[src/rtl/hamming_decoder.sv]
// SECDED Hamming(16,11) block decoder: reads codewords from memory,
// corrects single errors, flags double errors, writes results back.
module hamming_decoder #(
  parameter int NUM_WORDS = 15,
  parameter int SRC_BASE  = 30,
  parameter int DST_BASE  = 0
) (
  input  logic       clk,
  input  logic       rst_n,
  input  logic       start,
  output logic       done,
  output logic       busy,
  output logic [7:0] mem_addr,
  output logic       mem_rd_en,
  input  logic [7:0] mem_rdata,
  output logic       mem_wr_en,
  output logic [7:0] mem_wdata,
  output logic [3:0] err1_cnt,
  output logic [3:0] err2_cnt
);

  localparam logic [7:0] SRC8 = 8'(SRC_BASE);
  localparam logic [7:0] DST8 = 8'(DST_BASE);
  localparam logic [6:0] LAST = 7'(NUM_WORDS - 1);

  typedef enum logic [2:0] {
    IDLE, RD_LO, RD_HI, CAP, DEC, WR_LO, WR_HI, DONE
  } state_t;

  state_t      state_q;
  logic [6:0]  idx_q;
  logic [7:0]  lo_q;
  logic [15:0] cw_q;
  logic [7:0]  hi_q;
  logic        done_q;
  logic        busy_q;
  logic [7:0]  addr_q;
  logic        rd_q;
  logic        wr_q;
  logic [7:0]  wdata_q;
  logic [3:0]  e1_q;
  logic [3:0]  e2_q;

  logic [6:0]  idx_nx;
  logic [7:0]  src_a;
  logic [7:0]  dst_a;
  logic [7:0]  src_nx;

  assign idx_nx = idx_q + 7'd1;
  assign src_a  = SRC8 + {idx_q, 1'b0};
  assign dst_a  = DST8 + {idx_q, 1'b0};
  assign src_nx = SRC8 + {idx_nx, 1'b0};

  // Hamming position of data bit j (d[j+1])
  function automatic logic [3:0] dpos(input int j);
    if (j == 0)     return 4'd3;
    else if (j < 4) return 4'(j + 4);
    else            return 4'(j + 5);
  endfunction

  logic [3:0]  syn;
  logic        par;
  logic [1:0]  flags_d;
  logic [10:0] data_d;

  always_comb begin
    syn     = '0;
    par     = ^cw_q;
    flags_d = 2'b00;
    data_d  = '0;
    for (int k = 1; k < 16; k++) begin
      if (cw_q[k]) syn = syn ^ 4'(k);
    end
    if (par)              flags_d = 2'b01;
    else if (syn != 4'd0) flags_d = 2'b10;
    for (int j = 0; j < 11; j++) begin
      data_d[j] = cw_q[dpos(j)] ^ (par && (syn == dpos(j)));
    end
  end

  always_ff @(posedge clk or negedge rst_n) begin
    if (!rst_n) begin
      state_q <= IDLE;
      idx_q   <= '0;
      lo_q    <= '0;
      cw_q    <= '0;
      hi_q    <= '0;
      done_q  <= 1'b0;
      busy_q  <= 1'b0;
      addr_q  <= '0;
      rd_q    <= 1'b0;
      wr_q    <= 1'b0;
      wdata_q <= '0;
      e1_q    <= '0;
      e2_q    <= '0;
    end else begin
      unique case (state_q)
        IDLE: begin
          if (start) begin
            state_q <= RD_LO;
            idx_q   <= '0;
            e1_q    <= '0;
            e2_q    <= '0;
            busy_q  <= 1'b1;
            rd_q    <= 1'b1;
            addr_q  <= SRC8;
          end
        end
        RD_LO: begin
          state_q <= RD_HI;
          addr_q  <= src_a + 8'd1;
        end
        RD_HI: begin
          state_q <= CAP;
          lo_q    <= mem_rdata;
          rd_q    <= 1'b0;
        end
        CAP: begin
          state_q <= DEC;
          cw_q    <= {mem_rdata, lo_q};
        end
        DEC: begin
          state_q <= WR_LO;
          hi_q    <= {flags_d, 3'b000, data_d[10:8]};
          if (flags_d == 2'b01 && e1_q != 4'hF) e1_q <= e1_q + 4'd1;
          if (flags_d == 2'b10 && e2_q != 4'hF) e2_q <= e2_q + 4'd1;
          wr_q    <= 1'b1;
          addr_q  <= dst_a;
          wdata_q <= data_d[7:0];
        end
        WR_LO: begin
          state_q <= WR_HI;
          addr_q  <= dst_a + 8'd1;
          wdata_q <= hi_q;
        end
        WR_HI: begin
          wr_q <= 1'b0;
          if (idx_q == LAST) begin
            state_q <= DONE;
            done_q  <= 1'b1;
          end else begin
            state_q <= RD_LO;
            idx_q   <= idx_nx;
            rd_q    <= 1'b1;
            addr_q  <= src_nx;
          end
        end
        DONE: begin
          state_q <= IDLE;
          done_q  <= 1'b0;
          busy_q  <= 1'b0;
        end
        default: state_q <= IDLE;
      endcase
    end
  end

  assign done      = done_q;
  assign busy      = busy_q;
  assign mem_addr  = addr_q;
  assign mem_rd_en = rd_q;
  assign mem_wr_en = wr_q;
  assign mem_wdata = wdata_q;
  assign err1_cnt  = e1_q;
  assign err2_cnt  = e2_q;

endmodule

[config.mk]
export PLATFORM = sky130hd
export DESIGN_NAME = hamming_decoder
export DESIGN_NICKNAME = d
export VERILOG_FILES = /design/src/rtl/hamming_decoder.sv
export SDC_FILE = /design/constraint.sdc
export NUM_CORES = 1
export LEC_CHECK = 0
export ABC_AREA = 1
export CELL_PAD_IN_SITES_DETAIL_PLACEMENT = 0
export CELL_PAD_IN_SITES_GLOBAL_PLACEMENT = 1
export CORE_MARGIN = 2
export CORE_UTILIZATION = 46
export CTS_BUF_LIST = sky130_fd_sc_hd__clkbuf_8
export DETAILED_ROUTE_END_ITERATION = 16
export PLACE_DENSITY = 0.92
export SYNTH_ARGS = -nofsm -noshare
export SYNTH_HDL_FRONTEND = slang
export SYNTH_SLANG_ARGS = --single-unit
[constraint.sdc]
create_clock -name clk -period 2.9 [get_ports clk]
set_clock_uncertainty 0.1 [all_clocks]
set_input_delay 0.725 -clock clk [delete_from_list [all_inputs] [get_ports clk]]
set_output_delay 0.725 -clock clk [all_outputs]
set_load 0.05 [all_outputs]
# After elaboration in Yosys (flattened, before gate mapping)

Cells that the tools add are included.

Flip-flop bits (word level): 67
Input bits: 11
Output and inout port bits: 28

Bitwise gates (word level): 25
$add $sub $neg: 7
Muxes and demuxes: 39
Equal/unequal tests: 28
Reductions and logical operators: 31

Operators with widths:

| cell                  | number |
|---|---|
| $mux W4               | 11 |
| $pmux W8 S5           | 1 |
| $eq A4 B4 Y1 const B  | 7 |
| $pmux W3 S8           | 1 |
| $mux W3               | 6 |
| $add A5 B8 Y8 const A | 2 |
| $add A8 B1 Y8 const B | 2 |
| $mux W8               | 2 |
| $pmux W4 S2           | 2 |
| $pmux W8 S2           | 1 |
| $reduce_xor A16 Y1    | 1 |
| $reduce_and A3 Y1     | 5 |
| $mux W7               | 2 |
| $pmux W7 S2           | 1 |
| $logic_and A1 B1 Y1   | 13 |
| $eq A3 B3 Y1 const B  | 4 |
| $eq A4 B3 Y1 const B  | 3 |
| $not A2 Y2            | 6 |
| $not A3 Y3            | 4 |
| $reduce_bool A2 Y1    | 6 |
| $xor A1 B1 Y1         | 11 |
| $ne A2 B2 Y1 const B  | 5 |
| $add A4 B1 Y4 const B | 2 |
| $mux W2               | 4 |
| 18 further kinds      | 28 |

# Longest topological paths before layout

Gate-level depths: netlist (run 1).

Word-level depth: 33
Mapped depth: 15

# Worst setup path after synthesis (run 1)

Ideal clock, no wire load.

Path type: register -> register
From: register idx_q[0]
To: register addr_q[6], in the netlist mem_addr[6]
Period minus slack after synthesis: 1.821 ns
Arrival time: 1.604 ns
Slack: 1.079 ns
Required time: 2.682 ns
Buffers on the path: 0
Cell stages (with the launch flop): 13
Path through: dfrtp_1 > clkinv_1 > ha_1 > inv_1 > nand2_1 > nor2_1 > nand2_1 > nand2_1 > nand2_1 > nand3_1 > o211ai_1 > nand2_1 > nand2_1

Longest elaborated chain between the ends: 4

RTL lines:

| what                   | RTL line | text |
|---|---|---|
| start, declared        | 31       | `logic [6:0] idx_q;` |
| start signal, assigned | 143      | `idx_q <= idx_nx;` |
| $add A7 B1 Y7          | 49       | `assign idx_nx = idx_q + 7'd1;` |
| $add A5 B8 Y8          | 52       | `assign src_nx = SRC8 + {idx_nx, 1'b0};` |
| $mux W8                | 138      | `if (idx_q == LAST) begin` |
| $pmux W8 S5            | 97       | `unique case (state_q)` |
| end signal, assigned   | 111      | `addr_q <= src_a + 8'd1;` |
| end signal, assigned   | 133      | `addr_q <= dst_a + 8'd1;` |
| end signal, assigned   | 145      | `addr_q <= src_nx;` |
| end, declared          | 37       | `logic [7:0] addr_q;` |

Several ways; a longest one is shown, not always the timed one. The select of a mux whose other input is x is not followed.
A chain may end at the register's enable or synchronous reset.

# Worst setup path in the final report (run 1)

From: register e2_q[0], in the netlist err2_cnt[0]
To: output port err2_cnt[0]

RTL lines:

| what                   | RTL line | text |
|---|---|---|
| start, declared        | 42       | `logic [3:0] e2_q;` |
| start signal, assigned | 126      | `if (flags_d == 2'b10 && e2_q != 4'hF) e2_q <= e2_q + 4'd1;` |
| end, declared          | 19       | `output logic [3:0] err2_cnt` |

No word-level cell between the ends.

==> results of run 1 <==
==> metal layers <==
layer  up-vias  global-route usage
li1       1833                   -
met1      1698              0.2967
met2       111              0.3576
met3        12             0.03367
met4         0             0.06905
met5         -                   0
==> final cells by class <==
cell class / count / area [um^2] / area share
inverter: 76 / 285.3 / 0.06235
tap: 105 / 131.4 / 0.02871
clock inverter: 7 / 37.54 / 0.008203
sequential: 67 / 1677 / 0.3664
clock buffer: 9 / 123.9 / 0.02707
multi-input combinational: 401 / 1916 / 0.4186
timing repair buffer: 42 / 405.4 / 0.08860
==> sequential cells by signal (all words and copies together), names as in the netlist <==
signal / count
busy: 1
cw_q: 16
done: 1
err1_cnt: 4
err2_cnt: 4
hi_q: 5
idx_q: 7
lo_q: 8
mem_addr: 8
mem_rd_en: 1
mem_wdata: 8
mem_wr_en: 1
state_q: 3
==> worst max-delay path by stage <==
stage / end / slack [ps] / cells after the start
after floorplan: mem_addr[6] / 1080 / 12
after global placement: idx_q[4] / 610 / 5
after detailed placement: idx_q[4] / 600 / 5
after CTS: err2_cnt[0] / 470 / 1
after global routing: err2_cnt[0] / 420 / 1
final: err2_cnt[0] / 480 / 1
==> power groups by stage <==
stage                     Clock [uW]  Combinational, uW  Sequential, uW
after floorplan                    0               2370            1930
after global placement             0               3530            1610
after detailed placement           0               3590            1620
after CTS                        673               3610            1600
after global routing             714               4060            1650
final                            662               3610            1600
==> cell families after synthesis <==
kind of cell | after synthesis
compound gates | 76
xor+xnor | 10
fa+ha+maj | 5
buf+inv | 84
flops | 67
mux | 1
simple gates | 309
==> cells in the mapped netlist (2+ instances only) <==
master | number | area [um^2]
nand3_1 | 44 | 220.2
nand3_2 | 3 | 30.03
o22ai_1 | 5 | 31.28
nor3_1 | 5 | 25.02
o21ai_0 | 40 | 200.2
nor2_1 | 41 | 153.9
a32o_1 | 2 | 20.02
clkbuf_1 | 5 | 18.77
nor2_2 | 3 | 18.77
inv_2 | 7 | 26.28
nand4_1 | 3 | 18.77
xor2_1 | 7 | 61.31
nand2_1 | 200 | 750.7
inv_1 | 68 | 255.2
nand2_2 | 6 | 37.54
a21oi_1 | 17 | 85.08
dfrtp_1 | 67 | 1677
buf_2 | 3 | 15.01
ha_1 | 5 | 62.56
o21ai_1 | 3 | 15.01
==> placed cells by master (no fill, tap or decap), types with 2 or more instances in the layout <==
| master | n |
|---|---|
| nand2_1 | 200 |
| inv_1 | 70 |
| dfrtp_1 | 67 |
| nand3_1 | 44 |
| nor2_1 | 41 |
| o21ai_0 | 40 |
| clkdlybuf4s50_1 | 37 |
| a21oi_1 | 17 |
| clkbuf_8 | 9 |
| inv_2 | 7 |
| xor2_1 | 7 |
| nand2_2 | 6 |
| nor3_1 | 5 |
| o22ai_1 | 5 |
| ha_1 | 5 |
| buf_4 | 4 |
| nor2_2 | 3 |
| nand3_2 | 3 |
| o21ai_1 | 3 |
| nand4_1 | 3 |
| clkinv_2 | 3 |
| a32o_1 | 2 |
| clkinvlp_4 | 2 |
==> through the flow <==
stage | util | hold slack [ps] | std cells
6_report | 0.5569 | 247.9 | 707
5_1_grt | 0.5569 | 299.4 | 707
3_5_place_dp | 0.5372 | 367.2 | 691
3_3_place_gp | 0.5372 | 358.7 | 691
4_1_cts | 0.5569 | 268.1 | 707
2_1_floorplan | - | 329.4 | 552
==> results.md, run 1 <==
- Status: completed
- CP Max Fanout: 5
- Unrepaired setup endpoints after global routing: no
- Total negative slack: 0 ps
- # port buffers: 38
- Final wirelength: 9206 um
- Worst-Margin Slew: 702.5 ps
- Antenna violations before repair: 0
- Inserted Clock Buffers: 9
- Final worst slack: 481.9 ps
- Main combinational cell family by area after synthesis: simple AND/OR/NAND/NOR gates
- Post-synthesis simple-gate area fraction: 0.3308
- Pre-CTS WS: 596.1 ps
- Reg power frac: 0.273
- Final HPWL DP: 6962 um
- CP Buf/Inv Count: 1
- Reg2Reg Setup Slack: 730 ps
- Cells after synthesis: 552
- Synth cell types: 38
- Nets@finish: 613
- CTS resizes: 0
- Required time of the critical path: 2080 ps
- Final setup viols: 0
- Clk buf depth: 2
- CTS Hold Bufs: 0
- Period utilization: 0.8338
- Syn avg cell area: 7.086 um^2
- Layout cell share with drive strength beyond 1: 0.07309
- 1st-pass router iterations: 5
- Worst r2r path cells: 12
- Max-cap violations: 0
- Initial core utilization: 0.4760
- Crit Path Category: flop to output pin
- RR Startpoint: idx_q[0]
- CTS H-tree lvls: 3
- Wirelength per Cell: 13.02 um
- I/O pins: 39
- ANT nets after route: 0
- Clock root cell: clkbuf_8
- Critical-path top delay cell: clkdlybuf4s50_1
- Mapped Nets: 568
- Grt ovf: 0
- Vias in the first global route: 3,420
- Setup crit start kind: flop
- Leakage: 0.002350 uW
- Vias: 3,654
- Sinks on Clock Net: 67
- # rows: 33
- Initial DRC Count: 241
- Via density: 5.168
- Top FF cell, synth: dfrtp_1
- Final Cell Area: 0.004576 mm^2
- Combinational Power Share: 0.614
- Largest net degree at the start of global routing: 34
- Yosys warns: 0
- GRT Total Usage: 0.2183
- Pwr Total: 5872 uW
- Net switching power: 3178 uW
- Net Sw Frac: 0.5411
- Worst vdd ir: 0.5459 mV
- Sequential fraction of the synthesis area: 0.4287
- Clock network power share: 0.113
- Cell family with most CP delay: buffers and inverters
- Internal: 2694 uW
- WL met3: 475 um
- Layout area overhead: 16.99%
- Slowest cell delay on critical path: 830 ps
- Peak Freq: 413.6 MHz
- Clock latency at the later pin of the worst-skew pair: 350 ps
- Die Ht: 96.21 um
- Clock slew at reported path FFs: 80 ps
- Number of synthesized flops with an enable pin: 0
- Critical path arrival: 1590 ps
- Post-synthesis mux area share: 0.002559
- Flops & latches, synth: 67
- Fin. Hold Viols: 0
- Synth Area in Compound Gates: 0.1084
- Placer Congestion: 0.9182
- Worst setup EP type: output pin
- Placement Cell Area: 0.004414 mm^2
- Met2 wire length: 4286 um
- Die Area: 0.009256 mm^2
- Crit Reg-Reg Endpoint: mem_addr[6]
- Post-route minimum period: 2418 ps
- Filler cell count: 803
- Synth Area in Adders: 0.01599
- DRC viols: 0
- Slew headroom: 0.5291
- Async SR Flop Fraction: 1.000
- Max Used Layer: met4
- Synth Area in XOR/XNOR: 0.03199
- Worst hold path type: input port to async pin
- Cell area after synthesis: 0.003911 mm^2
- Crit path launch: err2_cnt[0]
- Power Dens Cells: 1283 mW/mm^2
- Global-route wire length before repair: 15,720 um
- CTS tree: done
- Final Slew Violations: 0
- CORE AREA: 0.008217 mm^2
- Die Span X: 96.21 um
- CP cell instances: clkdlybuf4s50_1
- Post-CTS Setup Bufs: 0
- Metal-1 WL: 4313 um
- Antenna cells: 0
No activity file was read; power rests on OpenSTA's default activity.
==> inputs of run 2 (changes only) <==
Settings changed: CORE_UTILIZATION 46 to 43, PLACE_DENSITY 0.92 to 0.87.
Clock period 2.9 ns to 2.4 ns, I/O delays scaled along.
==> run 2 against run 1 <==
Compared with the run above:
- critical path type unchanged
- sequential share of layout area decreased by 0.70 points
- global-route usage down 1.6 points
- largest cell class unchanged
- core utilization is 2.5 points lower
- worst hold slack got worse by 150 ps
- count of clock-buffer cells in the layout rose by 1
- die area rose by 6.7%
- clock power rose by 42%
- routed wire length is 1.4% higher
- power grew 24%
- combinational power rose by 22%
==> results.md, run 2 (synthesized netlist as in run 1, its figures left out) <==
- Worst vdd ir: 0.6476 mV (was 0.5459 mV)
- # rows: 34 (was 33)
- Required time of the critical path: 1700 ps (was 2080 ps)
- Cell family with most CP delay: buffers and inverters (unchanged)
- Initial DRC Count: 166 (was 241)
- ANT nets after route: 0 (unchanged)
- Critical-path top delay cell: clkdlybuf4s50_1 (unchanged)
- Net switching power: 3849 uW (was 3178 uW)
- Most frequent cells in the layout: nand2_1, inv_1, dfrtp_1 (unchanged)
- CP cell instances: clkdlybuf4s50_1 (unchanged)
- Antenna cells: 0 (unchanged)
- Placer Congestion: 0.8733 (was 0.9182)
- Largest net degree at the start of global routing: 34 (unchanged)
- Die Span X: 99.37 um (was 96.21 um)
- Nets@finish: 620 (was 613)
- Peak Freq: 434.4 MHz
- Initial core utilization: 0.4463 (was 0.4760)
- Final worst slack: 97.87 ps (was 481.9 ps)
- Final HPWL DP: 7243 um (was 6962 um)
- CTS tree: done (unchanged)
- Leakage: 0.002399 uW (was 0.002350 uW)
- Clock slew at reported path FFs: 80 ps (about the same)
- Internal: 3462 uW (was 2694 uW)
- # port buffers: 38 (unchanged)
- Inst Count DP: 701 (was 691)
- Critical path arrival: 1600 ps (was 1590 ps)
- CTS H-tree lvls: 3 (unchanged)
- CP Buf/Inv Count: 1 (unchanged)
- Fin Hold WS: 100.8 ps (was 247.9 ps)
- DRC viols: 0 (unchanged)
- 1st-pass router iterations: 4 (was 5)
- Post-CTS Setup Bufs: 0 (unchanged)
- Clock network power share: 0.129 (was 0.113)
- Power Dens Cells: 1567 mW/mm^2 (was 1283 mW/mm^2)
- Slowest cell delay on critical path: 830 ps (about the same)
- Setup crit start kind: flop (unchanged)
- Sinks on Clock Net: 67 (unchanged)
- Status: completed (unchanged)
- Inserted Clock Buffers: 9 (unchanged)
- Slew headroom: 0.5954 (was 0.5291)
- Wirelength per Cell: 13.02 um (about the same)
- Worst hold path type: input port to async pin (unchanged)
- CTS resizes: 0 (unchanged)
- Reg power frac: 0.267 (was 0.273)
- Via density: 4.947 (was 5.168)
- CORE AREA: 0.008763 mm^2 (was 0.008217 mm^2)
- Layout area overhead: 19.26% (was 16.99%)
- Post-route minimum period: 2302 ps
- Final Slew Violations: 0 (unchanged)
- Post-Layout Cell Count: 717 (was 707)
- Pre-CTS WS: 226.4 ps (was 596.1 ps)
- Global-route wire length before repair: 16,050 um (was 15,720 um)
- Worst setup EP type: output pin (unchanged)
- I/O pins: 39 (unchanged)
- Grt ovf: 0 (unchanged)
- Combinational Power Share: 0.605 (was 0.614)
- Antenna violations before repair: 0 (unchanged)
- Die Area: 0.009874 mm^2 (was 0.009256 mm^2)
- Period utilization: 0.9592
- Biggest register: cw_q (unchanged)
- Clock root cell: clkbuf_8 (unchanged)
- CTS Hold Bufs: 0 (unchanged)
- Vias in the first global route: 3,374 (was 3,420)
- Net Sw Frac: 0.5265 (was 0.5411)
- Commonest non-fill, non-tap cell in the layout: nand2_1 (unchanged)
- Layout cell share with drive strength beyond 1: 0.08539 (was 0.07309)
- Final setup viols: 0 (unchanged)
- Max-cap violations: 0 (unchanged)
- Crit Path Category: flop to output pin (unchanged)
- Fin. Hold Viols: 0 (unchanged)
- Max reg flops: 16 (unchanged)
- GRT Total Usage: 0.2026 (was 0.2183)
- Vias: 3,547 (was 3,654)
- Clk buf depth: 2 (unchanged)
- Die Ht: 99.37 um (was 96.21 um)
- Total negative slack: 0 ps (unchanged)
- Clock latency at the later pin of the worst-skew pair: 350 ps (about the same)
- CP Max Fanout: 4 (was 5)
- Unrepaired setup endpoints after global routing: no (unchanged)
- Final wirelength: 9337 um (was 9206 um)
- Worst-Margin Slew: 605.4 ps (was 702.5 ps)
run 2: final timing paths:
kind	cells after the start	slack, ps	start	end
worst max-delay path	1	100	err1_cnt[3]	err1_cnt[3]
worst min-delay path	1	100	rst_n	mem_addr[4]
worst max register to register	10	330	state_q[2]	err2_cnt[0]
worst min register to register	2	380	mem_addr[6]	mem_addr[6]
max in group asynchronous	2	1440	rst_n	cw_q[11]
min in group clk	2	380	mem_addr[6]	mem_addr[6]
run 2: routing by layer:
layer / GRT usage / share of wire / vias up
li1: - / - / 1859
met1: 0.2834 / 0.48 / 1593
met3: 0.03443 / 0.046 / 14
met5: 0 / 0 / -
met2: 0.3186 / 0.45 / 81
met4: 0.07165 / 0.019 / 0
run 2: power groups by stage:
stage          registers, uW  clock network [uW]  logic, uW
6_report                1950                 940       4420
5_1_grt                 2030                1000       4990
4_1_cts                 1950                 957       4440
3_5_place_dp            1970                   0       4420
3_3_place_gp            1950                   0       4350
2_1_floorplan           2330                   0       2870
run 2: per-stage QoR:
step	total power, uW	cell area, um^2	util
after floorplan	5200	3911	-
after global placement	6306	4471	0.5101
after detailed placement	6393	4471	0.5101
after CTS	7351	4664	0.5323
after global routing	8024	4664	0.5323
final	7310	4664	0.5323
run 2: area by class of cell:
type / instances / area (um^2)
clock buffer: 10 / 137.6
fill: 884 / 4099
inverter: 76 / 285.3
tap: 108 / 135.1
timing repair buffer: 49 / 457.9
sequential: 67 / 1677
multi-input combinational: 401 / 1916
clock inverter: 6 / 56.30
